`config.mk`:
```
export PLATFORM = sky130hd
export DESIGN_NAME = ex_arith_pipe
export DESIGN_NICKNAME = d
export VERILOG_FILES = /design/src/rtl/ex_arith_pipe.sv
export SDC_FILE = /design/constraint.sdc
export NUM_CORES = 1
export LEC_CHECK = 0
export ABC_AREA = 1
export CAP_MARGIN = 10
export CORE_ASPECT_RATIO = 0.9
export CORE_MARGIN = 1
export CORE_UTILIZATION = 25
export DETAILED_ROUTE_END_ITERATION = 12
export GPL_TIMING_DRIVEN = 0
export MAX_ROUTING_LAYER = met4
export PLACE_DENSITY = 0.56
export RECOVER_POWER = 25
export SETUP_SLACK_MARGIN = 0.5
export SLEW_MARGIN = 40
export SYNTH_ARGS = -nofsm -noshare
export SYNTH_HDL_FRONTEND = slang
export SYNTH_SLANG_ARGS = --single-unit
```
`constraint.sdc`:
```
create_clock -name clk -period 3.55 [get_ports clk]
set_input_delay 0.71 -clock clk [delete_from_list [all_inputs] [get_ports clk]]
set_output_delay 0.71 -clock clk [all_outputs]
set_load 0.03 [all_outputs]
```
`src/rtl/ex_arith_pipe.sv`:
```
// Add/subtract/set-less-than unit with a STAGES-deep elastic pipeline.
// Arithmetic resolves in stage 1; later stages only carry result, flags and tag.
module ex_arith_pipe #(
    parameter int unsigned WIDTH  = 32,
    parameter int unsigned STAGES = 2,
    parameter int unsigned TAGW   = 5
) (
    input  logic             clk,
    input  logic             rst,
    input  logic             flush_i,
    input  logic             in_valid_i,
    output logic             in_ready_o,
    input  logic [2:0]       op_i,
    input  logic [WIDTH-1:0] reg1_i,
    input  logic [WIDTH-1:0] reg2_i,
    input  logic [TAGW-1:0]  tag_i,
    output logic             out_valid_o,
    input  logic             out_ready_i,
    output logic [WIDTH-1:0] wdata_o,
    output logic             wreg_o,
    output logic [TAGW-1:0]  tag_o,
    output logic             ov_o,
    output logic             ill_o
);

    localparam logic [2:0] OpAdd  = 3'd0;
    localparam logic [2:0] OpAddu = 3'd1;
    localparam logic [2:0] OpSub  = 3'd2;
    localparam logic [2:0] OpSubu = 3'd3;
    localparam logic [2:0] OpSlt  = 3'd4;
    localparam logic [2:0] OpSltu = 3'd5;
    localparam int unsigned Last  = STAGES - 1;

    logic             sub_op;
    logic [WIDTH-1:0] b_eff;
    logic [WIDTH-1:0] sum;
    logic             ov_raw;
    logic             sltu;

    logic [WIDTH-1:0] res_wdata;
    logic             res_wreg;
    logic             res_ov;
    logic             res_ill;

    logic [STAGES-1:0] v_q;
    logic [WIDTH-1:0]  wdata_q [STAGES];
    logic              wreg_q  [STAGES];
    logic              ov_q    [STAGES];
    logic              ill_q   [STAGES];
    logic [TAGW-1:0]   tag_q   [STAGES];

    logic [STAGES-1:0] adv;
    logic [STAGES-1:0] move;
    logic              downstream_full;

    // Stage-1 arithmetic
    assign sub_op = (op_i == OpSub) || (op_i == OpSubu) || (op_i == OpSlt) || (op_i == OpSltu);
    assign b_eff  = sub_op ? (~reg2_i) + WIDTH'(1) : reg2_i;
    assign sum    = reg1_i + b_eff;
    assign ov_raw = (reg1_i[WIDTH-1] == b_eff[WIDTH-1]) && (sum[WIDTH-1] != reg1_i[WIDTH-1]);
    assign sltu   = reg1_i < reg2_i;

    always_comb begin
        res_wdata = '0;
        res_wreg  = 1'b0;
        res_ov    = 1'b0;
        res_ill   = 1'b0;
        case (op_i)
            OpAdd, OpSub: begin
                res_wdata = sum;
                res_wreg  = ~ov_raw;
                res_ov    = ov_raw;
            end
            OpAddu, OpSubu: begin
                res_wdata = sum;
                res_wreg  = 1'b1;
            end
            OpSlt: begin
                res_wdata = WIDTH'(sum[WIDTH-1] ^ ov_raw);
                res_wreg  = 1'b1;
            end
            OpSltu: begin
                res_wdata = WIDTH'(sltu);
                res_wreg  = 1'b1;
            end
            default: res_ill = 1'b1;
        endcase
    end

    // A stage advances when every occupied stage below the output has room opening up,
    // i.e. the consumer is ready or some later stage is empty.
    always_comb begin
        adv             = '0;
        move            = '0;
        downstream_full = 1'b1;
        for (int i = int'(STAGES) - 1; i >= 0; i--) begin
            adv[i]          = out_ready_i || !downstream_full;
            move[i]         = !v_q[i] || adv[i];
            downstream_full = downstream_full && v_q[i];
        end
    end

    assign in_ready_o = !rst && !flush_i && move[0];

    always_ff @(posedge clk or posedge rst) begin
        if (rst) begin
            v_q <= '0;
            for (int i = 0; i < int'(STAGES); i++) begin
                wdata_q[i] <= '0;
                wreg_q[i]  <= 1'b0;
                ov_q[i]    <= 1'b0;
                ill_q[i]   <= 1'b0;
                tag_q[i]   <= '0;
            end
        end else begin
            if (move[0]) begin
                v_q[0]     <= in_valid_i && !flush_i;
                wdata_q[0] <= res_wdata;
                wreg_q[0]  <= res_wreg;
                ov_q[0]    <= res_ov;
                ill_q[0]   <= res_ill;
                tag_q[0]   <= tag_i;
            end
            for (int i = 1; i < int'(STAGES); i++) begin
                if (move[i]) begin
                    v_q[i]     <= v_q[i-1] && !flush_i;
                    wdata_q[i] <= wdata_q[i-1];
                    wreg_q[i]  <= wreg_q[i-1];
                    ov_q[i]    <= ov_q[i-1];
                    ill_q[i]   <= ill_q[i-1];
                    tag_q[i]   <= tag_q[i-1];
                end
            end
            if (flush_i) begin
                v_q <= '0;
            end
        end
    end

    // Payload is masked so an empty output stage always reads as zero.
    assign out_valid_o = v_q[Last];
    assign wdata_o     = v_q[Last] ? wdata_q[Last] : '0;
    assign wreg_o      = v_q[Last] && wreg_q[Last];
    assign ov_o        = v_q[Last] && ov_q[Last];
    assign ill_o       = v_q[Last] && ill_q[Last];
    assign tag_o       = v_q[Last] ? tag_q[Last] : '0;

endmodule

```
== Yosys cells after proc, flatten, opt, wreduce, memory -nomap -nowiden ==
Cells that the tools add are included.
Widths: inputs -> output; s select.

* Register bits: 82
* Input bits: 77
* Output and inout bits: 42
* Logic and storage cells: 59

* $add $sub $neg: 2
* $lt $le $gt $ge: 1
* Eq/ne operators: 7
* Muxes and demuxes: 10
* Bitwise logic cells: 3
* Reductions and logical operators: 24

{| class="wikitable"
|+ Operators with widths
! operator !! count
|-
| $pmux 32 s3 || 1
|-
| $mux 32 || 2
|-
| $add 32x1->32 const B || 1
|-
| $add 32x32->32 || 1
|-
| $lt 32x32->1 || 1
|-
| $not 32->32 || 1
|-
| $logic_and 1x1->1 || 8
|-
| $reduce_or 4->1 || 2
|-
| $eq 3x2->1 const B || 2
|-
| $eq 3x3->1 const B || 2
|-
| $reduce_or 6->1 || 1
|-
| $logic_or 1x1->1 || 5
|-
| $mux 5 || 1
|-
| $logic_not 1->1 || 4
|-
| $mux 1 || 4
|-
| $reduce_bool 2->1 || 2
|-
| $eq 3x1->1 const B || 1
|-
| $logic_not 3->1 || 1
|-
| $mux 2 || 1
|-
| $pmux 1 s2 || 1
|-
| $reduce_or 2->1 || 1
|-
| $eq 1x1->1 || 1
|-
| $ne 1x1->1 || 1
|-
| $not 1->1 || 1
|-
| $xor 1x1->1 || 1
|}

== Depth between registers and ports, before layout ==
Gate-level depths: netlist (run 1).

* Depth in word-level cells: 10
* Depth in mapped cells: 27
* Mapped depth without buffers: 27

== Least setup slack after synthesis (run 1) ==
OpenSTA, ideal clock, no wires.

* Kind: input to register
* From: input port op_i[2]
* To: register wreg_q[1] in the netlist's numbering
* Library setup time: 0.116 ns
* Data arrival time: 3.181 ns
* Required time: 3.434 ns
* Slack: 0.253 ns
* Stages: 22
* Buffers on the path: 2
* Path through: inv_1 > ha_1 > buf_2 > inv_1 > clkbuf_1 > o21ai_0 > xor2_1 > ha_1 > nand2_1 > inv_1 > nand2_1 > nand2_1 > nand2_1 > nand2_1 > a21oi_2 > nand2_2 > nand2_1 > nand3_2 > nand2_1 > nand2_1 > nand2_1 > nand2_1

* Longest elaborated chain between the ends: 10
* Elaborated cells between the ends (all ways): 18
* Those cells by class: add/sub (1); eq/ne (7); mux (2); bitwise (1); reduce/logical (7)

{| class="wikitable"
|+ RTL lines
! what !! line !! RTL
|-
| start, declared || 13 || <nowiki>input logic [2:0] op_i,</nowiki>
|-
| $eq 3x2->1 || 57, 68 ||
|-
| $logic_or 1x1->1 (3 in series) || 57 || <nowiki>assign sub_op = (op_i == OpSub) || (op_i == OpSubu) || (op_i == OpSlt) || (op_i == OpSltu);</nowiki>
|-
| $mux 32 || 58 || <nowiki>assign b_eff = sub_op ? (~reg2_i) + WIDTH'(1) : reg2_i;</nowiki>
|-
| $add 32x32->32 || 59 || <nowiki>assign sum = reg1_i + b_eff;</nowiki>
|-
| $ne 1x1->1 || 60 || <nowiki>assign ov_raw = (reg1_i[WIDTH-1] == b_eff[WIDTH-1]) && (sum[WIDTH-1] != reg1_i[WIDTH-1]);</nowiki>
|-
| $logic_and 1x1->1 || 60 ||
|-
| $not 1->1 || 71 || <nowiki>res_wreg = ~ov_raw;</nowiki>
|-
| $pmux 1 s2 * || 68 || <nowiki>case (op_i)</nowiki>
|-
| end signal, assigned by index || 128 || <nowiki>wreg_q[i] <= wreg_q[i-1];</nowiki>
|-
| end, declared || 47 || <nowiki>logic wreg_q [STAGES];</nowiki>
|}

Mark *: on every way between the ends. The rest lies on a longest branch, timed or not.
A chain may end at the register's enable or synchronous reset.

== Worst setup path in the final report (run 1) ==
* From: input port reg2_i[1]
* To: register wreg_q[1] in the netlist's numbering

* Longest elaborated chain between the ends: 8
* Elaborated cells between the ends (all ways): 9
* Those cells by class: add/sub (2); eq/ne (2); mux (2); bitwise (2); reduce/logical (1)

{| class="wikitable"
|+ RTL lines
! what !! line !! RTL
|-
| start, declared || 15 || <nowiki>input logic [WIDTH-1:0] reg2_i,</nowiki>
|-
| $not 32->32 || 58 ||
|-
| $add 32x1->32 || 58 ||
|-
| $mux 32 * || 58 ||
|-
| $add 32x32->32 || 59 ||
|-
| $ne 1x1->1 || 60 ||
|-
| $logic_and 1x1->1 * || 60 ||
|-
| $not 1->1 * || 71 ||
|-
| $pmux 1 s2 * || 68 ||
|}

Marked as above.

==> results of run 1 <==
cell type report:
| cell class | count | area, sq um |
|---|---|---|
| clock buffer | 13 | 270 |
| buffer | 23 | 135 |
| inverter | 153 | 612 |
| fill | 2809 | 16600 |
| sequential | 82 | 2050 |
| clock inverter | 2 | 35.0 |
| timing repair buffer | 189 | 1750 |
| multi-input combinational | 789 | 5330 |
| tap | 354 | 443 |
cells by family after synthesis:
group	synth area share
fa+ha+maj	0.126
simple gates	0.319
xor+xnor	0.0387
compound gates	0.127
buf+inv	0.0969
flops	0.293
how the worst max path moves through the flow:
stage             endpoint  depth (start not counted)        from  slack, ns
2_1_floorplan    wreg_q[1]                         27   reg2_i[0]       0.38
3_3_place_gp     wreg_q[1]                         28   reg2_i[0]      -0.78
3_5_place_dp     wreg_q[1]                         26   reg2_i[0]      -0.82
4_1_cts        wdata_q[58]                         24   reg2_i[1]       0.19
5_1_grt          wreg_q[1]                         19  reg2_i[20]        0.1
6_report         wreg_q[1]                         24   reg2_i[1]       0.25
per-stage QoR:
stage | cells | TNS [ns] | hold slack [ns] | instance area [sq um]
final | 1605 | 0 | 0.464 | 10600
after global routing | 1605 | 0 | 0.492 | 10600
after CTS | 1574 | 0 | 0.469 | 9710
after detailed placement | 1520 | -18.17 | 0.459 | 8750
after global placement | 1519 | -70.57 | 0.457 | 8720
after floorplan | 1047 | 0 | 0.442 | 7100
state kept, by name, indices dropped and copies added, names as in the netlist:
name     flops
v_q          2
tag_q       10
wreg_q       2
ill_q        2
ov_q         2
wdata_q     64
power groups by stage:
stage	Clock, W	Combinational [W]	Sequential, W
global placement	0	0.00127	0.00116
floorplan	0	0.000877	0.00114
detailed placement	0	0.00129	0.00116
global route	0.00101	0.00202	0.00117
CTS	0.000966	0.00150	0.00115
finish	0.000938	0.00185	0.00115
critical path: cells and delay by family:
family	cells	cell delay, ns
AOI/OAI and AO/OA	3	0.60
xor gates and xnor gates	1	0.18
adders and majority gates	2	0.37
buffers and inverters	5	0.49
and+or+nand+nor	13	1.17
layer usage:
metal	part of all wire	vias to the layer above	track usage
met4	0.0094	0	0.0320
met5	0	-	-
met2	0.44	152	0.226
li1	-	3711	-
met3	0.033	13	0.0104
met1	0.52	3244	0.234
cell usage in the layout, fill, tap and decap left out, types with 7 or more instances in the layout:
cell             netlist  routed
nand3_1               21      10
clkbuf_16              0       9
dfrtp_1               82      82
o21ai_1               12      12
nand2_1              362     311
clkbuf_1              11      10
nor2_1                75      50
nor2_4                 4      13
ha_1                  69      49
xor2_2                 0       8
o21ai_0               53      35
a21oi_2                3      27
o21ai_2                4      17
nand2_4                1      12
inv_2                  6      15
nand2_2               18      58
nand4_1               10      10
ha_4                   0      14
clkdlybuf4s50_1        0      96
buf_4                  0      64
nor2_2                14      30
buf_6                  1       7
inv_1                146     130
dlygate4sd2_1          0      10
a21oi_4                0       7
a21oi_1               65      34
xor2_1                31      20
nand3_2                4      15
repair_timing:
action / CTS / global route
pin swaps: 50 / 92
gates cloned: 1 / 0
setup endpoints to repair: 32 / 28
gates resized for setup: 139 / 192
buffers inserted: 38 / 31
==> run summary, run 1 <==
pre-CTS WS - -0.822 ns
internal power - 0.00245 W
end of the worst hold path - wreg_q[0]
PD cells - 370 mW/mm^2
area grow syn2layout - 51.6%
mapped cell area - 0.00701 sq mm
min Tclk post-route - 3.30 ns
Arr. time, crit path - 3.51 ns
worst skew pair latency - 0.33 ns
Remaining DRCs - 0
critical path cell sequence - buf_8 -> inv_8 -> ha_4 -> inv_4 -> nor3_4 -> nand2_2 -> nor2_4 -> buf_4 -> nand4_1 -> o21ai_2 -> buf_4 -> xor2_4 -> ha_4 -> a21o_1 -> nand2_1 -> nand3_2 -> a21oi_4 -> nand2_4 -> nand2_2 -> nand3_2 -> nand2_1 -> nand2_1 -> nand2_1 -> nand2_1
Yosys cell types - 43
Period Utilization, post-route - 0.928
top-count cell post-synth - nand2_1
Max stage delay on crit path - 0.24 ns
CP max-delay cell - o21ai_2
Max rail drop VDD - 0.000224 V
die width - 179 um
Synth top area share - 0.293
combinational power share - 0.470
post-synthesis sequential area ratio - 0.293
crit path setup slack, layout - 0.254 ns
top post-synthesis cells by area - dfrtp_1 29%, nand2_1 19%, ha_1 12%, inv_1 7.8%, a21oi_1 4.6%
Core ar. - 0.0272 sq mm
Final Power - 0.00394 W
Min-Delay Path Depth - 2
Fmax - 303 MHz
Rel. slew slack - -0.180
worst reg-to-reg setup slack - 1.58 ns
Post-Syn Instances - 1047
Worst Max-Slew Pin Slew - 1.76 ns
drt pass-1 iters - 7
Slew Viols, Final - 38
initial DRC count - 333
Yosys top cell by area - dfrtp_1
first-pass GRT wire length - 34200 um
Final nets - 1394
n_diodes - 0
worst reg2reg path depth - 13
Switching Fraction - 0.378
wire per inst - 13.9 um
WS Path Type - in2reg
Via Count - 7120
r2r endpoint - wdata_q[44]
initial core utilization - 0.257
Finished Core Util - 0.390
die area - 0.0287 sq mm
initial antenna violation count - 0
outcome - finished with violations
vias in the first global route - 6736
synth warn - 0
R2R Path Start - v_q[1]
most frequent CP cell - nand2_1
HPWL after DPL - 17200 um
syn avg cell area - 6.70 sq um
crit start category - primary input
IO Port Bufs - 118
Post-synth EDFFs - 0
max-cap violations - 1
final wirelength - 22200 um
Leak - 5.31 nW
Clock Sinks - 82
Mapped Nets - 1194
final number of hold-violating endpoints - 0
Root Buffer - clkbuf_16
total CTS buffers - 9
switching pwr - 0.00149 W
# H-tree levels - 3
# hold bufs at CTS - 0
layout cells sized above 1 - 0.293
critical path capture point type - flip-flop
Clock power frac - 0.238
largest net degree at the start of global routing - 46
Overflow after GRT - 0
gpl congestion - 0.890
die height - 161 um
asr flop ratio synth - 1.00
row count - 57
Total Routing Usage GR - 0.155
failing checks - capacitance limit, slew limit
most instantiated cells after synthesis - 362 x nand2_1, 146 x inv_1, 82 x dfrtp_1
clock tree buffer depth - 2
Worst Path Required - 3.77 ns
CTS tree - yes
Hold Crit Start - wreg_q[1]
Hold Crit Class - reg2reg
Final ANT Viol Nets - 0
boundary pin count - 119
Seq pwr share - 0.292
clock-pin slew on the worst setup and hold paths - 0.06 ns
# setup viols final - 0
number of vias per cell - 4.44
prevailing post-synth register cell - dfrtp_1
RSZ-0062 raised after global routing - yes
worst-path maximum fanout - 5
Fin Clk Skew - 0.00469 ns
register bit total from synthesis - 82
Note: power is estimated with default switching activity, not from simulation.
==> run 2: changes to the inputs <==
--- a/config.mk
+++ b/config.mk
@@ -13,7 +13,7 @@
 export DETAILED_ROUTE_END_ITERATION = 12
 export GPL_TIMING_DRIVEN = 0
 export MAX_ROUTING_LAYER = met4
-export PLACE_DENSITY = 0.56
+export PLACE_DENSITY = 0.57
 export RECOVER_POWER = 25
 export SETUP_SLACK_MARGIN = 0.5
 export SLEW_MARGIN = 40
==> constraint.sdc (replaced) <==
create_clock -name clk -period 2.72 [get_ports clk]
set_input_delay 0.544 -clock clk [delete_from_list [all_inputs] [get_ports clk]]
set_output_delay 0.544 -clock clk [all_outputs]
set_load 0.03 [all_outputs]
==> run 2 against run 1 <==
Effect of this change:
- the run ends with setup timing left
- utilization increased by 0.87 points
- routed wire length increased by 0.71%
- combinational power increased by 37%
- via count increased by 0.94%
- register-to-register slack got worse by 0.92 ns
- global-route usage increased by 0.36 points
- largest cell class unchanged
==> run summary, run 2 (synthesis gave the netlist of run 1 again) <==
clock-pin slew on the worst setup and hold paths - 0.06 ns (about the same)
Hold Crit Class - reg2reg
# hold bufs at CTS - 0 (unchanged)
total CTS buffers - 9 (unchanged)
Period Utilization, post-route - 1.13
r2r endpoint - wdata_q[48]
vias in the first global route - 7000 (+3.9%)
# setup viols final - 19 (+19)
Post-DP Area - 0.00892 sq mm (+2.0%)
WS Path Type - in2reg
crit path setup slack, layout - -0.340 ns (-0.594 ns)
RSZ-0062 raised after global routing - yes
Root Buffer - clkbuf_16
outcome - finished with violations
number of vias per cell - 4.43 (-0.18%)
Largest register FFs - 64 (unchanged)
die width - 179 um (unchanged)
wire per inst - 13.8 um (-0.41%)
initial antenna violation count - 0 (unchanged)
Arr. time, crit path - 3.27 ns (-0.24 ns)
Clock Sinks - 82 (unchanged)
commonest cells after routing, fill and taps aside - 304 x nand2_1, 127 x inv_1, 82 x dfrtp_1, 72 x buf_4, 70 x nand2_2
Leak - 5.59 nW (+5.3%)
CTS tree - yes
Fmax - 327 MHz
failing checks - setup timing
Biggest register - wdata_q
n_diodes - 0 (unchanged)
crit start category - primary input
first-pass GRT wire length - 35000 um (+2.4%)
Hold Crit Start - wdata_q[35]
initial DRC count - 349 (+4.8%)
largest net degree at the start of global routing - 26 (-43%)
Overflow after GRT - 0 (unchanged)
Worst Path Required - 2.93 ns (-0.84 ns)
Max rail drop VDD - 0.000304 V (+36%)
layout cells sized above 1 - 0.330 (+0.0368)
PD cells - 488 mW/mm^2 (+32%)
Final Power - 0.00530 W (+35%)
worst reg2reg path depth - 14 (+1)
worst skew pair latency - 0.33 ns (about the same)
Finished Core Util - 0.399 (+0.00873)
max-cap violations - 0 (-1)
area grow syn2layout - 54.9%
# H-tree levels - 3 (unchanged)
clock tree buffer depth - 2 (unchanged)
Final ANT Viol Nets - 0 (unchanged)
Setup crit start - reg2_i[6]
Fin Clk Skew - 0.00709 ns (+0.00240 ns)
Core ar. - 0.0272 sq mm (unchanged)
min Tclk post-route - 3.06 ns
worst reg-to-reg setup slack - 0.66 ns (-0.92 ns)
Total Routing Usage GR - 0.159 (+0.00362)
gpl congestion - 0.882 (-0.94%)
initial core utilization - 0.257 (unchanged)
Worst Max-Slew Pin Slew - 1.12 ns (-0.643 ns)
final number of hold-violating endpoints - 0 (unchanged)
HPWL after DPL - 17300 um (+1.0%)
drt pass-1 iters - 4 (-3)
die area - 0.0287 sq mm (unchanged)
critical path capture point type - flip-flop
R2R Path Start - v_q[1]
Remaining DRCs - 0 (unchanged)
worst-path maximum fanout - 4 (-1)
final wirelength - 22400 um (+0.71%)
row count - 57 (unchanged)
die height - 161 um (unchanged)
IO Port Bufs - 118 (unchanged)
Rel. slew slack - 0.254 (+0.434)
Min-Delay Path Depth - 2 (unchanged)
Slew Viols, Final - 0 (-100%)
largest registers - wdata_q: 64 flops, tag_q: 10 flops
Finished Cell Area - 0.0109 sq mm (+2.2%)
Via Count - 7187 (+0.94%)
end of the worst hold path - wdata_q[3]
boundary pin count - 119 (unchanged)
most common cell after layout, fill and taps aside - nand2_1
Final nets - 1413 (+1.4%)
[run 2: cell count changes in the layout (fill, tap and decap cells not counted), sizes merged, moves of 3 or more]
cell / previous run / this run
buf: 88 / 103
clkbuf: 29 / 42
clkdlybuf4s15: 0 / 8
clkdlybuf4s50: 96 / 52
dlygate4sd2: 10 / 31
dlymetal6s2s: 1 / 4
[run 2: routing by layer]
metal  GRT usage  wire (um)  up-vias
met5           -          0        -
met4      0.0347        267        0
met3      0.0175        828       15
met2       0.232       9730      156
met1       0.234      11600     3271
li1            -          -     3745
[run 2: power breakdown]
group,internal [W],switching (W),total [W]
logic,0.00109,0.00144,0.00253
registers,0.00140,0.000102,0.00150
clock network,0.000817,0.000452,0.00127
[run 2: metrics by stage]
stage / TNS, ns / cells / worst slack [ns] / hold WS, ns
detailed placement: -35.85 / 1522 / -1.46 / 0.452
global route: -6.98 / 1623 / -0.505 / 0.498
CTS: -5.17 / 1594 / -0.503 / 0.466
global placement: -34.90 / 1519 / -1.43 / 0.457
finish: -3.75 / 1623 / -0.340 / 0.467
floorplan: -1.22 / 1047 / -0.282 / 0.442
[run 2: worst max path at each step]
stage                             end  slack, ns  cells after the start
after floorplan             wreg_q[1]      -0.28                     27
after global placement      wreg_q[1]      -1.43                     28
after detailed placement    wreg_q[1]      -1.46                     28
after CTS                   wreg_q[1]      -0.50                     28
after global routing        wreg_q[1]      -0.50                     21
final                     wdata_q[63]      -0.34                     19
[run 2: timing repair]
action	CTS	global route
pin swaps	82	55
setup buffers	56	29
gates resized for setup	263	165
endpoints found under the setup margin	75	57
cloned	2	0
[run 2: final cells by class]
| type | count | area, sq um |
|---|---|---|
| fillers | 2808 | 16400 |
| plain buffers | 23 | 180 |
| clock buffers | 11 | 243 |
| repair buffers | 208 | 1900 |
| clock inverters | 3 | 65.1 |
| well taps | 354 | 443 |
| flip-flops and latches | 82 | 2050 |
| multi-input cells | 789 | 5350 |
| inverters | 153 | 636 |
[run 2: critical path, cell delays in order]
cell           delay (ns)
dlygate4sd2_1        0.27
nor2_2               0.16
nand3_2              0.11
nor2_4               0.17
nand4_1              0.24
nand2_2              0.16
o21ai_2              0.08
xor2_2               0.20
ha_4                 0.32
buf_4                0.12
nand2_4              0.07
nor2_2               0.12
nand2_2              0.08
nor2_1               0.11
nand2_2              0.08
nand2_2              0.09
buf_4                0.12
xor2_2               0.15
o22ai_2              0.07
==> run 3: changes to the inputs <==
--- a/config.mk
+++ b/config.mk
@@ -10,6 +10,7 @@
 export CORE_ASPECT_RATIO = 0.9
 export CORE_MARGIN = 1
 export CORE_UTILIZATION = 25
+export CTS_CLUSTER_DIAMETER = 200
 export DETAILED_ROUTE_END_ITERATION = 12
 export GPL_TIMING_DRIVEN = 0
 export MAX_ROUTING_LAYER = met4
==> results of run 3 <==
The final DEF is identical to that of run 2; final timing and power are the same.
